[src/rtl/btb_fetch_pc_pkg.sv]
// btb_fetch_pc_pkg
//  Shared types and constants for the fetch-PC generator and its BTB write path.
//  Contents: rv32i_word address type, RESET_PC, fetch_state_t, btb_update_t.
package btb_fetch_pc_pkg;

   typedef logic [31:0] rv32i_word;

   localparam rv32i_word RESET_PC = 32'h0000_0060;

   typedef enum logic {
      RUN  = 1'b0,
      PEND = 1'b1
   } fetch_state_t;

   typedef struct packed {
      rv32i_word pc;
      rv32i_word target;
   } btb_update_t;

endpackage

[src/rtl/btb_update_reg.sv]
// btb_update_reg
//  Registers taken branch resolutions from EX and presents them to the BTB write
//  port one cycle later. Not-taken resolutions never write; the write address and
//  data hold their last value when no write is issued. Independent of fetch stall.
//  Ports:
//   clk, rst      clock, async active-high reset
//   ex_br_valid   EX resolved a control-flow instruction
//   ex_br_taken   resolved direction
//   ex_br_pc      branch PC
//   ex_br_target  resolved target
//   btb_load      BTB write enable (registered)
//   upd           registered {pc, target} for the BTB write port
module btb_update_reg
   import btb_fetch_pc_pkg::*;
(
   input  logic        clk,
   input  logic        rst,
   input  logic        ex_br_valid,
   input  logic        ex_br_taken,
   input  rv32i_word   ex_br_pc,
   input  rv32i_word   ex_br_target,
   output logic        btb_load,
   output btb_update_t upd
);

   always_ff @(posedge clk or posedge rst) begin
      if (rst) begin
         btb_load <= 1'b0;
         upd      <= '0;
      end else begin
         btb_load <= ex_br_valid & ex_br_taken;
         if (ex_br_valid & ex_br_taken) begin
            upd.pc     <= ex_br_pc;
            upd.target <= ex_br_target;
         end
      end
   end

endmodule

[src/rtl/btb_fetch_pc.sv]
// btb_fetch_pc
//  Fetch-stage next-PC generator sitting in front of the BTB. Holds the fetch PC,
//  drives the BTB read port and instruction-memory address, selects the next PC
//  (redirect > pending redirect > BTB prediction > pc+4) and registers
//  {pc, prediction} into IF/ID. Also forwards resolved-taken branches to the
//  BTB write port through btb_update_reg.
//  Ports:
//   clk, rst                       clock, async active-high reset
//   stall                          freeze fetch; pc and IF/ID hold
//   redirect, redirect_pc          EX flush and corrected next PC
//   btb_hit, btb_target            same-cycle BTB lookup result for btb_r_pc
//   btb_r_pc, imem_address         current fetch PC
//   imem_read                      fetch request (high from first edge after reset)
//   id_valid, id_pc                IF/ID entry
//   id_pred_taken, id_pred_target  prediction carried with id_pc
//   ex_br_*                        EX branch resolution
//   btb_w_pc, btb_load, btb_target_in  BTB write port
//
//  state | meaning
//  ------+---------------------------------------------------------------
//  RUN   | normal fetch; pc advances each unstalled cycle
//  PEND  | redirect arrived under stall; current fetch is wrong-path,
//        | pend_pc holds newest redirect target until stall drops
module btb_fetch_pc
   import btb_fetch_pc_pkg::*;
#(
   parameter int               width    = 32,
   parameter logic [width-1:0] reset_pc = RESET_PC
) (
   input  logic             clk,
   input  logic             rst,
   input  logic             stall,
   input  logic             redirect,
   input  logic [width-1:0] redirect_pc,
   input  logic             btb_hit,
   input  logic [width-1:0] btb_target,
   output logic [width-1:0] btb_r_pc,
   output logic [width-1:0] imem_address,
   output logic             imem_read,
   output logic             id_valid,
   output logic [width-1:0] id_pc,
   output logic             id_pred_taken,
   output logic [width-1:0] id_pred_target,
   input  logic             ex_br_valid,
   input  logic             ex_br_taken,
   input  logic [width-1:0] ex_br_pc,
   input  logic [width-1:0] ex_br_target,
   output logic [width-1:0] btb_w_pc,
   output logic             btb_load,
   output logic [width-1:0] btb_target_in
);

   fetch_state_t     state;
   logic [width-1:0] pc;
   logic [width-1:0] pend_pc;
   logic [width-1:0] redirect_al;
   logic [width-1:0] target_al;
   logic             unused_low_bits;
   btb_update_t      upd;

   // Instructions are word aligned: low two address bits are dropped on entry.
   assign redirect_al     = {redirect_pc[width-1:2], 2'b00};
   assign target_al       = {btb_target[width-1:2], 2'b00};
   assign unused_low_bits = ^{redirect_pc[1:0], btb_target[1:0]};

   assign btb_r_pc     = pc;
   assign imem_address = pc;

   always_ff @(posedge clk or posedge rst) begin
      if (rst) begin
         state          <= RUN;
         pc             <= reset_pc;
         pend_pc        <= '0;
         imem_read      <= 1'b0;
         id_valid       <= 1'b0;
         id_pc          <= '0;
         id_pred_taken  <= 1'b0;
         id_pred_target <= '0;
      end else begin
         imem_read <= 1'b1;
         case (state)
            RUN: begin
               if (redirect) begin
                  if (stall) begin
                     pend_pc <= redirect_al;
                     state   <= PEND;
                  end else begin
                     pc       <= redirect_al;
                     id_valid <= 1'b0;
                  end
               end else if (!stall) begin
                  pc             <= btb_hit ? target_al : pc + width'(4);
                  id_valid       <= 1'b1;
                  id_pc          <= pc;
                  id_pred_taken  <= btb_hit;
                  id_pred_target <= btb_hit ? target_al : '0;
               end
            end
            PEND: begin
               if (redirect)
                  pend_pc <= redirect_al;
               // A redirect on the exit cycle is newer than pend_pc.
               if (!stall) begin
                  pc       <= redirect ? redirect_al : pend_pc;
                  id_valid <= 1'b0;
                  state    <= RUN;
               end
            end
            default: state <= RUN;
         endcase
      end
   end

   btb_update_reg u_update (
      .clk          (clk),
      .rst          (rst),
      .ex_br_valid  (ex_br_valid),
      .ex_br_taken  (ex_br_taken),
      .ex_br_pc     (ex_br_pc),
      .ex_br_target (ex_br_target),
      .btb_load     (btb_load),
      .upd          (upd)
   );

   assign btb_w_pc      = upd.pc;
   assign btb_target_in = upd.target;

endmodule
[config.mk]
export PLATFORM = sky130hd
export DESIGN_NAME = btb_fetch_pc
export DESIGN_NICKNAME = d
export VERILOG_FILES = /design/src/rtl/btb_fetch_pc_pkg.sv /design/src/rtl/btb_update_reg.sv /design/src/rtl/btb_fetch_pc.sv
export SDC_FILE = /design/constraint.sdc
export NUM_CORES = 1
export LEC_CHECK = 0
export ABC_AREA = 1
export ABC_CLOCK_PERIOD_IN_PS = 8150
export CELL_PAD_IN_SITES_DETAIL_PLACEMENT = 1
export CELL_PAD_IN_SITES_GLOBAL_PLACEMENT = 1
export CORE_ASPECT_RATIO = 1.25
export CORE_MARGIN = 2
export CORE_UTILIZATION = 32
export CTS_CLUSTER_DIAMETER = 60
export CTS_CLUSTER_SIZE = 25
export DETAILED_ROUTE_END_ITERATION = 8
export GPL_ROUTABILITY_DRIVEN = 0
export PLACE_DENSITY = 0.77
export RECOVER_POWER = 100
export SLEW_MARGIN = 20
export SYNTH_ARGS = -nofsm -noshare
export SYNTH_HDL_FRONTEND = slang
export SYNTH_SLANG_ARGS = --single-unit
export TNS_END_PERCENT = 30
[constraint.sdc]
create_clock -name clk -period 8.15 [get_ports clk]
set_clock_uncertainty 0.2 [all_clocks]
set_input_delay 1.63 -clock clk [delete_from_list [all_inputs] [get_ports clk]]
set_output_delay 1.63 -clock clk [all_outputs]
set_load 0.005 [all_outputs]
* After elaboration in Yosys (flattened, before gate mapping)
Cells that the tools add are included.
Word-level totals: input port bits 135, bits in registers 197, output and inout bits 196, logic and storage cells 42
Cells by class: equal/unequal tests 5, reductions and logical operators 3, bitwise gates (word level) 4, $add $sub $neg 1, muxes and demuxes 18
Operator list (number):
- 32-bit two-way mux | 9
- 32-bit case mux with 2 select lines | 2
- 32-bit by 3-bit adder with 32-bit output, second input constant | 1
- 2-bit != test, second input constant | 4
- 1-bit two-way mux | 5
- 1-bit case mux with 2 select lines | 2
- 2-bit AND reduction | 2
- 3-bit != test, second input constant | 1
- 1-bit NOT | 3
- 3-bit AND reduction | 1
- 1-bit bitwise AND | 1

* Depth between registers and ports, before layout
word-level depth 5, mapped depth 9

* Modules after synthesis
A second synthesis with hierarchy kept.
Second synthesis, totals: cell total of the unflattened synthesis 1121, area total of the unflattened synthesis 9336.5 sq um
Modules (own cells, without submodules):
- btb_fetch_pc | instances 1, area each 6702.7 sq um, sequential area each 3255.6 sq um, cells each 840
- btb_update_reg | instances 1, area each 2633.8 sq um, sequential area each 1626.6 sq um, cells each 281

* Least setup slack after synthesis
No wires, ideal clock.
path kind input to register, start point input redirect, end point register id_pc[2], path slack 5.314 ns, stages on the path 7, arrival 2.505 ns, buffers on the path 3, cells stage by stage buf_4 -> nor2_8 -> nand2_4 -> buf_2 -> buf_2 -> nand2_1 -> o21ai_0
Between the ends: word-level cells in the longest chain between the ends 2
RTL lines:
- start: declaration | RTL line btb_fetch_pc.sv:33 | input logic redirect,
- 1-bit NOT (no line)
- 3-bit AND reduction (no line)
- end signal: assignment | RTL line btb_fetch_pc.sv:94 | id_pc <= pc;
- end: declaration | RTL line btb_fetch_pc.sv:41 | output logic [width-1:0] id_pc,
No other way between the ends. A chain may end at the register's enable or synchronous reset.

* Final worst setup path
start point input stall, end point register pc[29] (netlist: btb_r_pc[29])
Between the ends: word-level cells in the longest chain between the ends 2, elaborated cells between the ends (all ways) 3
RTL lines:
- start: declaration | RTL line btb_fetch_pc.sv:32 | input logic stall,
- 2-bit != test (no line)
- 2-bit AND reduction (no line) (*)
- end signal: assignment | RTL line btb_fetch_pc.sv:72 | pc <= reset_pc;
- end signal: assignment | RTL line btb_fetch_pc.sv:88 | pc <= redirect_al;
- end signal: assignment | RTL line btb_fetch_pc.sv:92 | pc <= btb_hit ? target_al : pc + width'(4);
- end: declaration | RTL line btb_fetch_pc.sv:54 | logic [width-1:0] pc;
Mark *: on every way between the ends. The rest lies on a longest branch, timed or not.

==> metrics <==
status=complete, but fails checks; failing checks=capacitance limit, slew limit; multi-input logic area=3503 um2; ys async rst share=between 90% and 100%; die height=193.8 um; first-pass GRT wire length=approximately 50 mm; Internal=1843 uW; fin crit period=around 5.7 ns; #FFs+latches synth=195; Seq/Total Area, Yosys=52.96%; Sw Ratio=30.21%; die area=30190 um2; CTS max path bufs=2; GR Util All Layers=21.76%; H-tree levels=4; total negative slack=0 ns; largest net degree at the start of global routing=133; kind of critical path=primary input to flop; CP cell instances=dlygate4sd3_1 > clkbuf_1 > clkinv_1 > buf_4 > nand2_1 > nor2_2 > inv_1 > o22ai_1 > a21oi_1 > o21ai_0; via/cell ratio=4.931; NetSw=797.7 uW; crit-path max FO=49; pwr dens=202.8 nW/um2; Rel. slew slack=-86.13%; Row Count=69; RSZ-0062 raised after global routing=no; fillers=3350; Avg Inst Size Synth=8.144 um2; sequential cell area=4882 um2; cell area after synthesis=between 9000 and 10000 um2; post-route antenna net violation count=0; Req. time, crit path=8.26 ns; fin. max-slew vios=151; Final setup viols=0; Comb pwr share=23.4%; Synth top cells by count=nand2_1, dfrtp_1, inv_1; YS warnings=0; Post-route DRC=0; Max Clock Freq=174.7 MHz; P&R area growth vs syn=41.26%; total power=roughly 2600 uW; static leakage=0.006321 uW; Synth top area share=52.39%; ranking of synthesized cells by area=dfrtp_1, nand2_1, o21ai_0; # clock sinks=approximately 200; final cycle utilization of the critical path=70.23%; setup repair bufs after CTS=0; CTS Hold Bufs=0; initial antenna violation count=0; Netlist cell types=40; endpoints failing hold=0; Synth area leader=dfrtp_1; Slew @ Worst Pin=around 2.8 ns; worst vdd rail ir drop=roughly 0.11 mV; worst path bufs/invs=5; Synth Flop Type=dfrtp_1; cell at the slowest stage of the critical path=clkbuf_1; R2R Setup Slk=4.71 ns; drt pass-1 iters=4; WL final=32.90 mm; CTS Buf Count=17; layout cells sized above 1=4.664%; Die Width=155.8 um; Detailed Route Iter0 Violations=approximately 400; post-synthesis cell count=1132; worst skew pair latency=0.44 ns; DPL Wire Length=24.85 mm; Port Buffers=~320; NumNets Final=1538; GRT Residual Overflow=0; crit end category=flop; root buf cell=clkbuf_16; core region area=28400 um2; antenna cells=0; Worst-path clk slew=0.07 ns; sequential power share=45.7%; final routed wire length divided by cell count=18.59 um; Clk pwr share=between 30% and 40%; cell family with most CP delay=buffers and inverters; CP Data Arrival Time=5.84 ns; utilization after layout=45.85%; Hold Path Class=flop to flop; Top Ports=331; vias in the first global route=between 8000 and 9000; startpoint types=primary input; max-cap viol count=3; initial core utilization=approximately 32%; top-count cell post-synth=nand2_1; critical path's largest stage delay=1.17 ns; Via Count=a little under 9000; Post-synth EDFFs=0; post-CTS resize count=0; CTS tree=done
-- power groups by stage --
stage | clock network (uW) | registers (uW) | logic [uW]
finish | 816 | 1210 | 618
global route | 874 | 1230 | 685
CTS | 840 | 1220 | 681
detailed placement | 0 | 1230 | 678
global placement | 0 | 1230 | 662
floorplan | 0 | 1210 | 269
-- sequential cells by signal, indices dropped and copies added, names as in the netlist --
signal             flops
u_update.upd          64
btb_r_pc              32
id_pc                 32
pend_pc               32
id_pred_target        30
id_pred_taken          1
id_valid               1
imem_read              1
state                  1
u_update.btb_load      1
-- path summary, 6_finish.rpt --
path                                  startpoint                           to  cells past startpoint
max                                        stall     btb_r_pc[29]$_DFFE_PP0P_                     10
min                        id_pc[17]$_DFFE_PP0P_        id_pc[17]$_DFFE_PP0P_                      2
max reg2reg                      state$_DFF_PP0_      pend_pc[17]$_DFFE_PP0P_                      6
min reg2reg                id_pc[17]$_DFFE_PP0P_        id_pc[17]$_DFFE_PP0P_                      2
max in group asynchronous                    rst  u_update.upd[5]$_DFFE_PP0P_                      3
min in group asynchronous                    rst        id_pc[23]$_DFFE_PP0P_                      2
-- cell type report --
class	instances	share of cell area, %
Clock buffer	20	3.353
Clock inverter	12	0.8263
Inverter	93	2.738
Multi-Input combinational cell	763	26.90
Sequential cell	195	37.49
Tap cell	355	3.411
Timing Repair Buffer	332	25.28
-- logic make-up after synthesis --
| kind of cell | after synthesis | share of synthesized area [%] |
|---|---|---|
| simple gates | 585 | 26.71 |
| flops | 195 | 52.96 |
| buf+inv | 175 | 8.944 |
| compound gates | 172 | 10.98 |
| xor+xnor | 2 | 0.1900 |
| other cells | 2 | 0.08146 |
| fa+ha+maj | 1 | 0.1357 |
-- layout by cell type (no fill, tap or decap), types with 4 or more instances in the layout --
| cell | n |
|---|---|
| dfrtp_1 | 193 |
| buf_4 | 5 |
| a31oi_1 | 7 |
| nand2_2 | 8 |
| nor2_1 | 52 |
| o2111ai_1 | 6 |
| nor3_1 | 9 |
| nand3_1 | 34 |
| nor2_8 | 4 |
| nand2_1 | 451 |
| inv_2 | 4 |
| nor2_4 | 6 |
| o22ai_1 | 17 |
| o221ai_1 | 16 |
| clkinv_2 | 4 |
| o21ai_0 | 78 |
| a21oi_1 | 32 |
| clkbuf_16 | 17 |
| a22oi_1 | 4 |
| clkbuf_1 | 6 |
| inv_1 | 85 |
| dlygate4sd3_1 | 195 |
| nand4_1 | 12 |
| clkdlybuf4s50_1 | 129 |
-- stage by stage --
stage	setup slack [ns]	instance area [um2]	hold WS, ns	instances
after floorplan	1.011	9223	0.2491	1133
after global placement	3.371	12500	0.2614	1738
after detailed placement	3.380	12500	0.2646	1738
after CTS	3.843	13050	0.2842	1770
after global routing	1.977	13020	0.2986	1770
final	2.426	13020	0.2730	1770
-- metal layers --
layer	share of wire (%)	GRT usage, %
met2	50	38.35
met3	7.5	5.767
met4	2.3	6.456
met5	0	0
met1	40	25.87
-- worst register-to-register path: stages (launching register included) --
cell and delay (ns):
dfrtp_1 0.91, inv_1 0.49, nand2_1 0.65, nand2_1 0.30, inv_1 0.57, nand2_1 0.13
o21ai_0 0.11
(Power assumes the default switching activity.)
